===== src/rtl/systolic_pkg.sv =====
// Shared types and helpers for the systolic-array tile controller.
package systolic_pkg;

  typedef enum logic [2:0] {
    IDLE  = 3'd0,
    FILL  = 3'd1,
    FEED  = 3'd2,
    DRAIN = 3'd3,
    OUT   = 3'd4
  } ctrl_state_t;

  // Bit width able to index n items, never narrower than one bit.
  function automatic int unsigned clog2_min1(input int unsigned n);
    return (n <= 2) ? 1 : $clog2(n);
  endfunction

endpackage


===== src/rtl/array_tile_controller_if.sv =====
// Stream, operand-buffer and array control signals of one tile controller.
interface array_tile_controller_if #(
  parameter int unsigned SEL_W = 2
) ();

  logic             s_axis_valid;
  logic             s_axis_last;
  logic             s_axis_ready;
  logic             m_axis_ready;
  logic             m_axis_valid;
  logic             m_axis_last;
  logic             buff_is_full;
  logic             buff_is_empty;
  logic             buff_rst_n;
  logic             buff_wr;
  logic             buff_rd;
  logic             arr_C_valid;
  logic             arr_rst_n;
  logic             arr_en;
  logic [SEL_W-1:0] arr_out_sel;

  // Controller side
  modport master (
    input  s_axis_valid, s_axis_last, m_axis_ready,
           buff_is_full, buff_is_empty, arr_C_valid,
    output s_axis_ready, m_axis_valid, m_axis_last,
           buff_rst_n, buff_wr, buff_rd, arr_rst_n, arr_en, arr_out_sel
  );

  // Stream source/sink, buffer and array side
  modport slave (
    output s_axis_valid, s_axis_last, m_axis_ready,
           buff_is_full, buff_is_empty, arr_C_valid,
    input  s_axis_ready, m_axis_valid, m_axis_last,
           buff_rst_n, buff_wr, buff_rd, arr_rst_n, arr_en, arr_out_sel
  );

endinterface


===== src/rtl/array_tile_controller.sv =====
// Control FSM for one systolic tile pass: fill buffer, feed array, wait for
// the result with a bounded drain, then stream result rows out.
module array_tile_controller
  import systolic_pkg::*;
#(
  parameter int unsigned DIM        = 4,
  parameter int unsigned FILL_DEPTH = 2 * DIM,
  parameter int unsigned OUT_BEATS  = DIM,
  parameter int unsigned DRAIN_CYC  = 3 * DIM - 2,
  parameter int unsigned TILE_W     = 16
) (
  input  logic                    i_clk,
  input  logic                    i_rst_n,
  array_tile_controller_if.master bus,
  input  logic                    i_err_clr,
  output logic                    o_err,
  output logic                    o_busy,
  output logic [TILE_W-1:0]       o_tile_cnt
);

  localparam int unsigned FILL_W  = $clog2(FILL_DEPTH + 1);
  localparam int unsigned DRAIN_W = $clog2(DRAIN_CYC + 1);
  localparam int unsigned OUT_W   = clog2_min1(OUT_BEATS);

  ctrl_state_t        state;
  logic [FILL_W-1:0]  fill_cnt;
  logic [FILL_W-1:0]  fill_inc;
  logic [DRAIN_W-1:0] drain_cnt;
  logic [OUT_W-1:0]   out_cnt;

  logic s_ready_c, wr_c, rd_c, en_c, mvalid_c, mlast_c;
  logic early_c, fill_done_c, timeout_c, out_done_c, err_set_c;

  // Strobes and events decoded from state, counters and handshakes
  always_comb begin
    fill_inc    = fill_cnt + FILL_W'(1);
    s_ready_c   = ((state == IDLE) || (state == FILL)) && !bus.buff_is_full;
    wr_c        = bus.s_axis_valid && s_ready_c;
    rd_c        = (state == FEED) && !bus.buff_is_empty;
    en_c        = (state == FEED) || (state == DRAIN);
    mvalid_c    = (state == OUT);
    mlast_c     = mvalid_c && (out_cnt == OUT_W'(OUT_BEATS - 1));
    out_done_c  = mlast_c && bus.m_axis_ready;
    // Only beats after the first can end a burst early
    early_c     = (state == FILL) && wr_c && bus.s_axis_last &&
                  (fill_inc < FILL_W'(FILL_DEPTH));
    fill_done_c = wr_c && !early_c && (fill_inc == FILL_W'(FILL_DEPTH));
    timeout_c   = (state == DRAIN) && !bus.arr_C_valid &&
                  (drain_cnt == DRAIN_W'(DRAIN_CYC - 1));
    err_set_c   = early_c || (fill_done_c && !bus.s_axis_last) || timeout_c;
  end

  assign bus.s_axis_ready = s_ready_c;
  assign bus.buff_wr      = wr_c;
  assign bus.buff_rd      = rd_c;
  assign bus.arr_en       = en_c;
  assign bus.m_axis_valid = mvalid_c;
  assign bus.m_axis_last  = mlast_c;
  assign bus.arr_out_sel  = mvalid_c ? out_cnt : '0;
  assign bus.buff_rst_n   = !(early_c || timeout_c || out_done_c);
  assign bus.arr_rst_n    = !((state == IDLE) || timeout_c || out_done_c);
  assign o_busy           = (state != IDLE);

  // State, counters and sticky status
  always_ff @(posedge i_clk or negedge i_rst_n) begin
    if (!i_rst_n) begin
      state      <= IDLE;
      fill_cnt   <= '0;
      drain_cnt  <= '0;
      out_cnt    <= '0;
      o_tile_cnt <= '0;
      o_err      <= 1'b0;
    end else begin
      o_err <= err_set_c || (o_err && !i_err_clr);
      case (state)
        IDLE, FILL: begin
          if (early_c) begin
            state    <= IDLE;
            fill_cnt <= '0;
          end else if (fill_done_c) begin
            state    <= FEED;
            fill_cnt <= '0;
          end else if (wr_c) begin
            state    <= FILL;
            fill_cnt <= fill_inc;
          end
        end
        FEED: begin
          if (bus.buff_is_empty) begin
            state     <= DRAIN;
            drain_cnt <= '0;
          end
        end
        DRAIN: begin
          drain_cnt <= drain_cnt + DRAIN_W'(1);
          if (bus.arr_C_valid) begin
            state   <= OUT;
            out_cnt <= '0;
          end else if (timeout_c) begin
            state <= IDLE;
          end
        end
        OUT: begin
          if (out_done_c) begin
            state      <= IDLE;
            out_cnt    <= '0;
            o_tile_cnt <= o_tile_cnt + TILE_W'(1);
          end else if (bus.m_axis_ready) begin
            out_cnt <= out_cnt + OUT_W'(1);
          end
        end
        default: state <= IDLE;
      endcase
    end
  end

endmodule


===== src/flat_wrapper.sv =====
// flat-port wrapper written by rule: the top's interface ports become plain ports
module array_tile_controller_flat import systolic_pkg::*;
#(
  parameter int unsigned DIM        = 4,
  parameter int unsigned FILL_DEPTH = 2 * DIM,
  parameter int unsigned OUT_BEATS  = DIM,
  parameter int unsigned DRAIN_CYC  = 3 * DIM - 2,
  parameter int unsigned TILE_W     = 16
)
  (i_clk, i_rst_n, i_err_clr, o_err, o_busy, o_tile_cnt, bus_s_axis_valid, bus_s_axis_last, bus_m_axis_ready, bus_buff_is_full, bus_buff_is_empty, bus_arr_C_valid, bus_s_axis_ready, bus_m_axis_valid, bus_m_axis_last, bus_buff_rst_n, bus_buff_wr, bus_buff_rd, bus_arr_rst_n, bus_arr_en, bus_arr_out_sel);
  array_tile_controller_if bus_i ();
  input  logic i_clk;
  input  logic i_rst_n;
  input  logic i_err_clr;
  output logic o_err;
  output logic o_busy;
  output logic [TILE_W-1:0] o_tile_cnt;
  input wire logic [$bits(bus_i.s_axis_valid)-1:0] bus_s_axis_valid;
  input wire logic [$bits(bus_i.s_axis_last)-1:0] bus_s_axis_last;
  input wire logic [$bits(bus_i.m_axis_ready)-1:0] bus_m_axis_ready;
  input wire logic [$bits(bus_i.buff_is_full)-1:0] bus_buff_is_full;
  input wire logic [$bits(bus_i.buff_is_empty)-1:0] bus_buff_is_empty;
  input wire logic [$bits(bus_i.arr_C_valid)-1:0] bus_arr_C_valid;
  output wire logic [$bits(bus_i.s_axis_ready)-1:0] bus_s_axis_ready;
  output wire logic [$bits(bus_i.m_axis_valid)-1:0] bus_m_axis_valid;
  output wire logic [$bits(bus_i.m_axis_last)-1:0] bus_m_axis_last;
  output wire logic [$bits(bus_i.buff_rst_n)-1:0] bus_buff_rst_n;
  output wire logic [$bits(bus_i.buff_wr)-1:0] bus_buff_wr;
  output wire logic [$bits(bus_i.buff_rd)-1:0] bus_buff_rd;
  output wire logic [$bits(bus_i.arr_rst_n)-1:0] bus_arr_rst_n;
  output wire logic [$bits(bus_i.arr_en)-1:0] bus_arr_en;
  output wire logic [$bits(bus_i.arr_out_sel)-1:0] bus_arr_out_sel;
  assign bus_i.s_axis_valid = bus_s_axis_valid;
  assign bus_i.s_axis_last = bus_s_axis_last;
  assign bus_i.m_axis_ready = bus_m_axis_ready;
  assign bus_i.buff_is_full = bus_buff_is_full;
  assign bus_i.buff_is_empty = bus_buff_is_empty;
  assign bus_i.arr_C_valid = bus_arr_C_valid;
  assign bus_s_axis_ready = bus_i.s_axis_ready;
  assign bus_m_axis_valid = bus_i.m_axis_valid;
  assign bus_m_axis_last = bus_i.m_axis_last;
  assign bus_buff_rst_n = bus_i.buff_rst_n;
  assign bus_buff_wr = bus_i.buff_wr;
  assign bus_buff_rd = bus_i.buff_rd;
  assign bus_arr_rst_n = bus_i.arr_rst_n;
  assign bus_arr_en = bus_i.arr_en;
  assign bus_arr_out_sel = bus_i.arr_out_sel;
  array_tile_controller #(.DIM(DIM), .FILL_DEPTH(FILL_DEPTH), .OUT_BEATS(OUT_BEATS), .DRAIN_CYC(DRAIN_CYC), .TILE_W(TILE_W)) u_core (.i_clk(i_clk), .i_rst_n(i_rst_n), .bus(bus_i), .i_err_clr(i_err_clr), .o_err(o_err), .o_busy(o_busy), .o_tile_cnt(o_tile_cnt));
endmodule

===== config.mk =====
export PLATFORM = sky130hd
export DESIGN_NAME = array_tile_controller_flat
export DESIGN_NICKNAME = d
export VERILOG_FILES = /design/src/rtl/systolic_pkg.sv /design/src/rtl/array_tile_controller_if.sv /design/src/rtl/array_tile_controller.sv /design/src/flat_wrapper.sv
export SDC_FILE = /design/constraint.sdc
export NUM_CORES = 1
export LEC_CHECK = 0
export CAP_MARGIN = 25
export CORE_ASPECT_RATIO = 2
export CORE_MARGIN = 2
export CORE_UTILIZATION = 40
export CTS_CLUSTER_SIZE = 8
export DETAILED_ROUTE_END_ITERATION = 8
export HOLD_SLACK_MARGIN = 0.03
export PLACE_DENSITY = 0.7
export REMOVE_ABC_BUFFERS = 1
export SYNTH_ARGS = -nofsm -noshare
export SYNTH_HDL_FRONTEND = slang
export SYNTH_SLANG_ARGS = --single-unit
export TNS_END_PERCENT = 30

===== constraint.sdc =====
create_clock -name i_clk -period 3.3 [get_ports i_clk]
set_clock_uncertainty 0.1 [all_clocks]
set_input_delay 0.33 -clock i_clk [delete_from_list [all_inputs] [get_ports i_clk]]
set_output_delay 0.33 -clock i_clk [all_outputs]
set_load 0.03 [all_outputs]

=== Yosys cells after proc, flatten, opt, wreduce, memory -nomap -nowiden ===
Index checks and enable logic that the tools add are counted.

* Flip-flop bits (word level): 30
* Bits in latches: 0
* RAM bits: 0
* ROM bits: 0
* Input port bits: 9
* Output and inout bits: 28
* Word-level logic and storage cells: 84
* Memories kept: 0

* Add/subtract/negate cells: 4
* $mul: 0
* Divide/modulo/power cells: 0
* $lt $le $gt $ge: 1
* Equality and inequality tests: 13
* Shifts and indexed selects: 0
* Mux-type cells: 18
* Bitwise operators: 0
* Reduce and logical (&&, ||, !) cells: 42

{| class="wikitable"
|+ Operators by type and width
! operator !! count
|-
| 3-bit two-way mux || 7
|-
| 16-bit by 1-bit adder with 16-bit output (second input constant) || 1
|-
| 4-bit two-way mux || 4
|-
| 1-bit logical AND || 14
|-
| 3-bit case mux with 4 select lines || 1
|-
| 1-bit logical OR || 9
|-
| 4-bit by 1-bit adder with 4-bit output (second input constant) || 2
|-
| 4-bit == test (second input constant) || 2
|-
| 1-bit logical NOT || 8
|-
| 2-bit two-way mux || 4
|-
| 4-bit case mux with 2 select lines || 1
|-
| 3-bit by 2-bit == test with 1-bit output (second input constant) || 2
|-
| 2-bit inequality test (second input constant) || 3
|-
| 2-bit AND reduction || 3
|-
| 3-bit nonzero test || 2
|-
| 4-bit < comparator (second input constant) || 1
|-
| 4-bit by 2-bit inequality test with 1-bit output (second input constant) || 1
|-
| 2-bit case mux with 2 select lines || 1
|-
| 4-bit AND reduction || 1
|-
| 2-bit nonzero test || 2
|-
| 3-bit by 1-bit == test with 1-bit output (second input constant) || 1
|-
| 3-bit == test (second input constant) || 1
|-
| 3-bit logical NOT || 1
|-
| 3-bit by 2-bit inequality test with 1-bit output (second input constant) || 1
|-
| other kinds (5) || 5
|}

=== Depth between registers and ports, before layout ===
* Word-level depth: 14
* Depth in mapped cells: 6
* Mapped depth without buffers: 6

=== Worst setup path before layout ===
Ideal clock, no wire load.

* Path kind: register to output
* From: register u_core.state[1]
* To: output bus_buff_rst_n
* Arrival: 1,638 ps
* Data required time: 2,870 ps
* Setup slack: 1,232 ps
* Cell stages (with the launch flop): 5
* Path buffers: 1
* Cells stage by stage: dfrtp_1 buf_4 nor4b_4 and3_1 nor3_1

* Cells in the longest elaborated chain, start to end: 10

{| class="wikitable"
|+ Ends and longest elaborated chain
! item !! line !! RTL
|-
| start, declared || array_tile_controller.sv:25 || <nowiki>ctrl_state_t state;</nowiki>
|-
| start signal, assigned || array_tile_controller.sv:67 || <nowiki>state <= IDLE;</nowiki>
|-
| start signal, assigned || array_tile_controller.sv:78 || <nowiki>state <= IDLE;</nowiki>
|-
| start signal, assigned || array_tile_controller.sv:81 || <nowiki>state <= FEED;</nowiki>
|-
| 3-bit by 1-bit == test with 1-bit output or 3-bit logical NOT (tied branches) || array_tile_controller.sv:37 || <nowiki>s_ready_c = ((state == IDLE) || (state == FILL)) && !bus.buff_is_full;</nowiki>
|-
| 1-bit logical OR (*) || array_tile_controller.sv:37 ||
|-
| 1-bit logical AND (*) || array_tile_controller.sv:37 ||
|-
| 1-bit logical AND (*) || array_tile_controller.sv:38 || <nowiki>wr_c = bus.s_axis_valid && s_ready_c;</nowiki>
|-
| via bus_buff_wr || flat_wrapper.sv:28 || <nowiki>output wire logic [$bits(bus_i.buff_wr)-1:0] bus_buff_wr;</nowiki>
|-
| 1-bit logical AND (*) (3 in series) || array_tile_controller.sv:45 || <nowiki>early_c = (state == FILL) && wr_c && bus.s_axis_last &&</nowiki>
|-
| 1-bit logical OR (*) (2 in series) || array_tile_controller.sv:60 || <nowiki>assign bus.buff_rst_n = !(early_c || timeout_c || out_done_c);</nowiki>
|-
| 1-bit logical NOT (*) || array_tile_controller.sv:60 ||
|-
| end, declared || flat_wrapper.sv:27 || <nowiki>output wire logic [$bits(bus_i.buff_rst_n)-1:0] bus_buff_rst_n;</nowiki>
|}

Mark *: on every way through the listed nets, which the timed path passes. The rest lies on a longest branch.

=== Worst setup path in the final report ===
* From: register u_core.state[1]
* To: output bus_arr_rst_n

* Cells in the longest elaborated chain, start to end: 6

{| class="wikitable"
|+ Ends and longest elaborated chain
! item !! line !! RTL
|-
| 3-bit by 2-bit == test with 1-bit output || array_tile_controller.sv:48 || <nowiki>timeout_c = (state == DRAIN) && !bus.arr_C_valid &&</nowiki>
|-
| 1-bit logical AND (2 in series) || array_tile_controller.sv:48 ||
|-
| 1-bit logical OR || array_tile_controller.sv:61 || <nowiki>assign bus.arr_rst_n = !((state == IDLE) || timeout_c || out_done_c);</nowiki>
|-
| 1-bit logical OR (*) || array_tile_controller.sv:61 ||
|-
| 1-bit logical NOT (*) || array_tile_controller.sv:61 ||
|-
| end, declared || flat_wrapper.sv:30 || <nowiki>output wire logic [$bits(bus_i.arr_rst_n)-1:0] bus_arr_rst_n;</nowiki>
|}

Mark *: on every way between the ends. The rest lies on a longest branch, timed or not.

==> reports/summary.txt <==
Pwr Density = 530 nW/um^2
Final Util = 55.3%
# diodes = 0
TritonCTS buffer count = 5
RSZ-0062 raised after global routing = false
clock-pin slew on the worst setup and hold paths = 0.06 ns
worst reg-to-reg setup slack = 1.30 ns
critical path class = register to output port
fmax = 356 MHz
Post-Synth XOR/XNOR Area = 9.30%
Global Route Usage Sum = 16.9%
Synth area leaders = dfrtp_1, xnor2_1, ha_1
post-route setup TNS = 0 ns
cell accounting for the most synthesized area = dfrtp_1
Synth Register Bits = 30
post-synthesis simple-gate area fraction = 25.9%
DRC = 0
Root Driver = clkbuf_8
Final Slew Violations = 0
post-synthesis mux area share = 1.95%
DR pass1 iterations = 4
chip height = 93.5 microns
Mapped Area = 1600 sq um
total I/O pin count = 37
CTS sink cnt = 30
Routed Antenna Nets = 0
Hold Fails Final Rpt = 0
final setup violation count = 0
Area Overhead vs Synth = 32.8%
final hold slack = 0.341 ns
Overall Power = 0.00113 W
worst path arrival time = 2.38 ns
critical path capture point type = output port
vias in the first global route = 1,361
Hold/Removal Path Class = input pin to async pin
most frequent cell after synthesis = dfrtp_1
synth cell count leaders = dfrtp_1, nand2_1, xnor2_1
initial core utilization = 41.7%
Pleak = 0.950 nW
Worst slew margin = 69.8%
Synth Area in Compound Gates = 9.22%
sequential share of the synthesized area = 46.9%
Routed WL per cell = 14.2 microns
fin area = 2130 sq um
status = completed
CTS H-tree depth = 2
largest family of logic cells by synthesized area = simple AND/OR/NAND/NOR gates
# hold bufs at CTS = 0
Worst R2R Path Depth = 4
share of cells above drive strength 1 = 9.23%
vias per cell = 5.33
R2R Path Start = u_core.state[2]
post-synth top area share = 46.9%
Post-CTS Resized = 0
Detailed Place HPWL = 2670 microns
first-pass GRT wire length = 5980 microns
Synth Flop Type = dfrtp_1
async set-reset flop share out of synthesis = 100%
Placement Cell Area = 2020 sq um
CP max FO = 10
reg2reg end = u_core.o_tile_cnt[15]
IO buf count = 36
DR iter-0 viols = 23
Post-synth EDFFs = 0
Final nets = 208
final wirelength = 3490 microns
startpoint types = register
Syn. warnings = 0
GP Congestion = 0.820
CTS tree = yes
vias = 1,312
Cell variety after synth = 40
antenna violations before repair = 0
Avg Inst Size Synth = 10.5 sq um
cell count after synthesis = 153
Longest Clk Path Bufs = 2
fin crit share = 85.1%
Worst EP required = 2.87 ns
grt ovf = 0
largest net degree at the start of global routing = 31
synthesized-area fraction occupied by adder cells = 3.91%
worst-margin pin slew = 0.448 ns
Tmin final = 2.81 ns
Die ar. = 4560 sq um
FP Rows = 32
Chip Width = 48.7 microns
Max VDD drop = 0.000325 V
Post-CTS Setup Inserts = 0
number of max-cap violations = 0
Worst-Skew Late Latency = 0.28 ns
Core Region = 3840 sq um
-- flip-flops by register name (all words and copies together) (netlist names) --
signal,flops
u_core.o_tile_cnt,16
u_core.drain_cnt,4
u_core.fill_cnt,4
u_core.state,3
u_core.out_cnt,2
u_core.o_err,1
-- worst max-delay path, cell delays in order, from the launching register on --
cell and delay, ns:
dfrtp_1 0.58, nand2b_1 0.20, inv_2 0.14, nand2_1 0.09, nor3b_1 0.39, nor3_1 0.09
clkdlybuf4s50_1 0.61
-- placed cells by master, fill, tap and decap left out, types with 5 or more instances in the layout --
master | Yosys | routed
and2_1 | 5 | 5
xnor2_1 | 12 | 12
nand3_1 | 5 | 5
ha_1 | 5 | 5
inv_1 | 5 | 5
xor2_1 | 5 | 5
clkbuf_8 | 0 | 8
nand2_1 | 16 | 16
nor3_1 | 7 | 7
o21ai_0 | 8 | 8
dfrtp_1 | 30 | 30
clkdlybuf4s50_1 | 0 | 36
nand4_1 | 9 | 9
nor2_1 | 6 | 6
-- layout make-up --
class                   instances  area, sq um
inverters                       6         22.5
fillers                       363         1720
flip-flops and latches         30          751
clock buffers                   8          110
multi-input cells             113          805
well taps                      51         63.8
repair buffers                 38          375
-- how the worst max path moves through the flow --
stage	slack (ns)	from	to
after CTS	0.49	u_core.state[1]	bus_arr_rst_n
after detailed placement	0.67	bus_s_axis_last	bus_buff_rst_n
after global placement	0.70	bus_buff_is_full	bus_buff_rst_n
final	0.49	u_core.state[1]	bus_arr_rst_n
after floorplan	1.24	u_core.state[1]	bus_buff_rst_n
after global routing	0.26	u_core.state[1]	bus_arr_rst_n
-- cell families (layout without fill, tap and decap cells) --
group | count (synthesis) | in the layout
and+or+nand+nor | 66 | 66
DFF | 30 | 30
AOI/OAI and AO/OA | 22 | 22
xor gates and xnor gates | 17 | 17
buffers and inverters | 10 | 52
adders and majority gates | 5 | 5
muxes | 3 | 3
-- per-stage QoR --
step | std cells | worst slack, ns
after global placement | 238 | 0.702
after global routing | 246 | 0.262
final | 246 | 0.491
after CTS | 246 | 0.493
after detailed placement | 238 | 0.675
after floorplan | 149 | 1.24
-- layer usage --
| metal | track usage (%) | up-vias | routed length (microns) |
|---|---|---|---|
| li1 | - | 633 | - |
| met4 | 8.10 | 0 | 68 |
| met2 | 32.2 | 31 | 2000 |
| met1 | 16.2 | 642 | 1270 |
| met3 | 4.47 | 6 | 153 |
| met5 | 0 | - | 0 |
-- where the power goes --
part / internal [W] / switching (W) / leakage [nW] / total, W
clock network: 0.000210 / 0.000135 / 0.0575 / 0.000346
registers: 0.000419 / 0.0000792 / 0.389 / 0.000498
logic: 0.000133 / 0.000152 / 0.504 / 0.000284
(Power assumes the default switching activity.)
==> edit, RTL diff (same settings) <==
Reset style: synchronous (`i_rst_n`), changed in one clocked block.
--- a/src/rtl/array_tile_controller.sv
+++ b/src/rtl/array_tile_controller.sv
@@ -64,3 +64,3 @@
   // State, counters and sticky status
-  always_ff @(posedge i_clk or negedge i_rst_n) begin
+  always_ff @(posedge i_clk) begin
     if (!i_rst_n) begin
Check against the original RTL: differs if i_rst_n is asserted again (counterexample within 4 cycles, from zero or initial values and one cycle with i_rst_n low); with i_rst_n held inactive, the same outputs for 10 cycles.
==> edit against the original RTL <==
Sequential cell count unchanged; cell area grew 1.2%; highest routed layer unchanged; non-clock buffer count unchanged; setup slack improved by 0.0034 ns; synthesized area up 3.8%; sequential share of layout area is 7.4 points lower; wire length up 12%; count of clock-buffer cells in the layout fell by 1; critical endpoint is now bus_buff_rst_n.
Power is not compared: it rests on default switching activity, and its combinational part moved more than twofold at a synthesized area within 25%.
==> edit: results (changes against the original RTL) <==
<table>
<tr><th>Metric</th><th>Value</th></tr>
<tr><th colspan="2">Routing</th></tr>
<tr><td>Detailed router's first-iteration violation count</td><td>12 (was 23)</td></tr>
<tr><td>Routed via count</td><td>1610 (was 1312)</td></tr>
<tr><td>Total wire length</td><td>3920 microns (was 3490 microns)</td></tr>
<tr><th colspan="2">Timing</th></tr>
<tr><td>Slew at the pin closest to its max-slew limit</td><td>0.453 ns (was 0.448 ns)</td></tr>
<tr><th colspan="2">Placement</th></tr>
<tr><td>Final HPWL DP</td><td>2900 microns (was 2670 microns)</td></tr>
<tr><td>DP Worst Slack</td><td>0.643 ns (was 0.675 ns)</td></tr>
<tr><td>Final GP Congestion</td><td>0.813 (was 0.820)</td></tr>
<tr><th colspan="2">Global route</th></tr>
<tr><td>First-pass GRT wire length</td><td>6380 microns (was 5980 microns)</td></tr>
<tr><td>Vias in the first global route</td><td>1484 (was 1361)</td></tr>
<tr><td>Maximum number of pins on one net before global-route repair</td><td>16 (was 31)</td></tr>
<tr><td>Total track usage</td><td>17.5% (was 16.9%)</td></tr>
<tr><th colspan="2">Run status</th></tr>
<tr><td>Status</td><td>finished clean (unchanged)</td></tr>
<tr><th colspan="2">Setup path</th></tr>
<tr><td>Worst setup path startpoint</td><td>u_core.state[1] (unchanged)</td></tr>
<tr><td>FF-to-FF Start</td><td>u_core.out_cnt[0] (was u_core.state[2])</td></tr>
<tr><td>Highest cell delay on the worst timing path</td><td>0.66 ns (was 0.61 ns)</td></tr>
<tr><td>Critical path data arrival time</td><td>2.38 ns (about the same)</td></tr>
<tr><th colspan="2">Layout</th></tr>
<tr><td>Layout cell share with drive strength beyond 1</td><td>7.88% (was 9.23%)</td></tr>
<tr><td>Count of antenna diodes in the layout</td><td>0 (unchanged)</td></tr>
<tr><td>Number of nets at the end of the flow</td><td>254 (was 208)</td></tr>
<tr><td>Non-filler instance count after layout</td><td>293 (was 246)</td></tr>
<tr><td>Count of fill cells added during filler insertion</td><td>417 (was 363)</td></tr>
<tr><th colspan="2">Power</th></tr>
<tr><td>Peak supply drop</td><td>a little under 0.0003 V</td></tr>
<tr><th colspan="2">Worst hold path</th></tr>
<tr><td>Class of the worst hold path</td><td>reg -&gt; reg (was in -&gt; async)</td></tr>
<tr><th colspan="2">CTS</th></tr>
<tr><td>Post_cts resized</td><td>0 (unchanged)</td></tr>
<tr><th colspan="2">Synth</th></tr>
<tr><td>Count of unique library cells instantiated by Yosys</td><td>51 (was 40)</td></tr>
<tr><td>Synthesized instance count</td><td>204 (was 153)</td></tr>
<tr><td>Sequential share of the synthesized area</td><td>36.1% (was 46.9%)</td></tr>
<tr><td>Async set-or-reset flop fraction in the synthesized netlist</td><td>0% (was 100%)</td></tr>
<tr><td>Commonest cells in the synthesized netlist</td><td>30 x dfxtp_1, 23 x nand2_1, 18 x a21oi_1, 14 x nor2_1, 11 x nand3_1 (was 30 x dfrtp_1, 16 x nand2_1, 12 x xnor2_1, 9 x nand4_1, 8 x o21ai_0)</td></tr>
</table>
## edit: metrics by stage
step,instance area [sq um],total power [W]
global placement,2060,0.000455
detailed placement,2060,0.000455
global route,2150,0.000785
floorplan,1620,0.000420
CTS,2150,0.000763
finish,2150,0.000754
## edit: layer usage
layer / global-route usage, % / share of wire, % / vias up
met5: 0 / 0 / -
met4: 9.03 / 2.2 / 0
met3: 3.29 / 3.0 / 7
met2: 34.6 / 57 / 35
met1: 16.2 / 38 / 750
li1: - / - / 818
## edit: critical path, delay by kind of cell, from the launching register on
family                 cells  cell delay, ns
AO/OA/AOI/OAI              2            0.41
buffers and inverters      1            0.66
flip-flops                 1            0.57
AND/OR/NAND/NOR            2            0.46
## edit: power breakdown
part            total, W  leakage (nW)  internal, W  switching (W)
Combinational  0.0000714         0.469    0.0000319      0.0000396
Clock           0.000307        0.0482     0.000168       0.000139
Sequential      0.000376         0.242     0.000366     0.00000964
Total           0.000754         0.760     0.000566       0.000188
## edit: path summary, 6_finish.rpt
kind                                 to  slack [ns]  depth (start not counted)
setup / recovery         bus_buff_rst_n        0.49                          5
hold reg to reg   u_core.o_tile_cnt[15]        0.37                          2
hold / removal    u_core.o_tile_cnt[15]        0.37                          2
setup reg to reg  u_core.o_tile_cnt[14]        1.22                          6
## edit: kinds of logic after synthesis
kind of cell | after synthesis | share of synthesized area [%]
muxes | 2 | 1.20
DFF | 30 | 36.1
adders and majority gates | 5 | 3.76
buffers and inverters | 15 | 3.99
AOI/OAI and AO/OA | 41 | 14.2
and+or+nand+nor | 102 | 36.0
xor gates and xnor gates | 9 | 4.74
## edit: final cells by class
type	count	area [sq um]	area share, %
timing repair buffer	38	375	17.4
tap	52	65.1	3.02
clock inverter	1	5.00	0.233
clock buffer	7	86.3	4.01
inverter	6	23.8	1.10
sequential	30	601	27.9
multi-input combinational	159	996	46.3
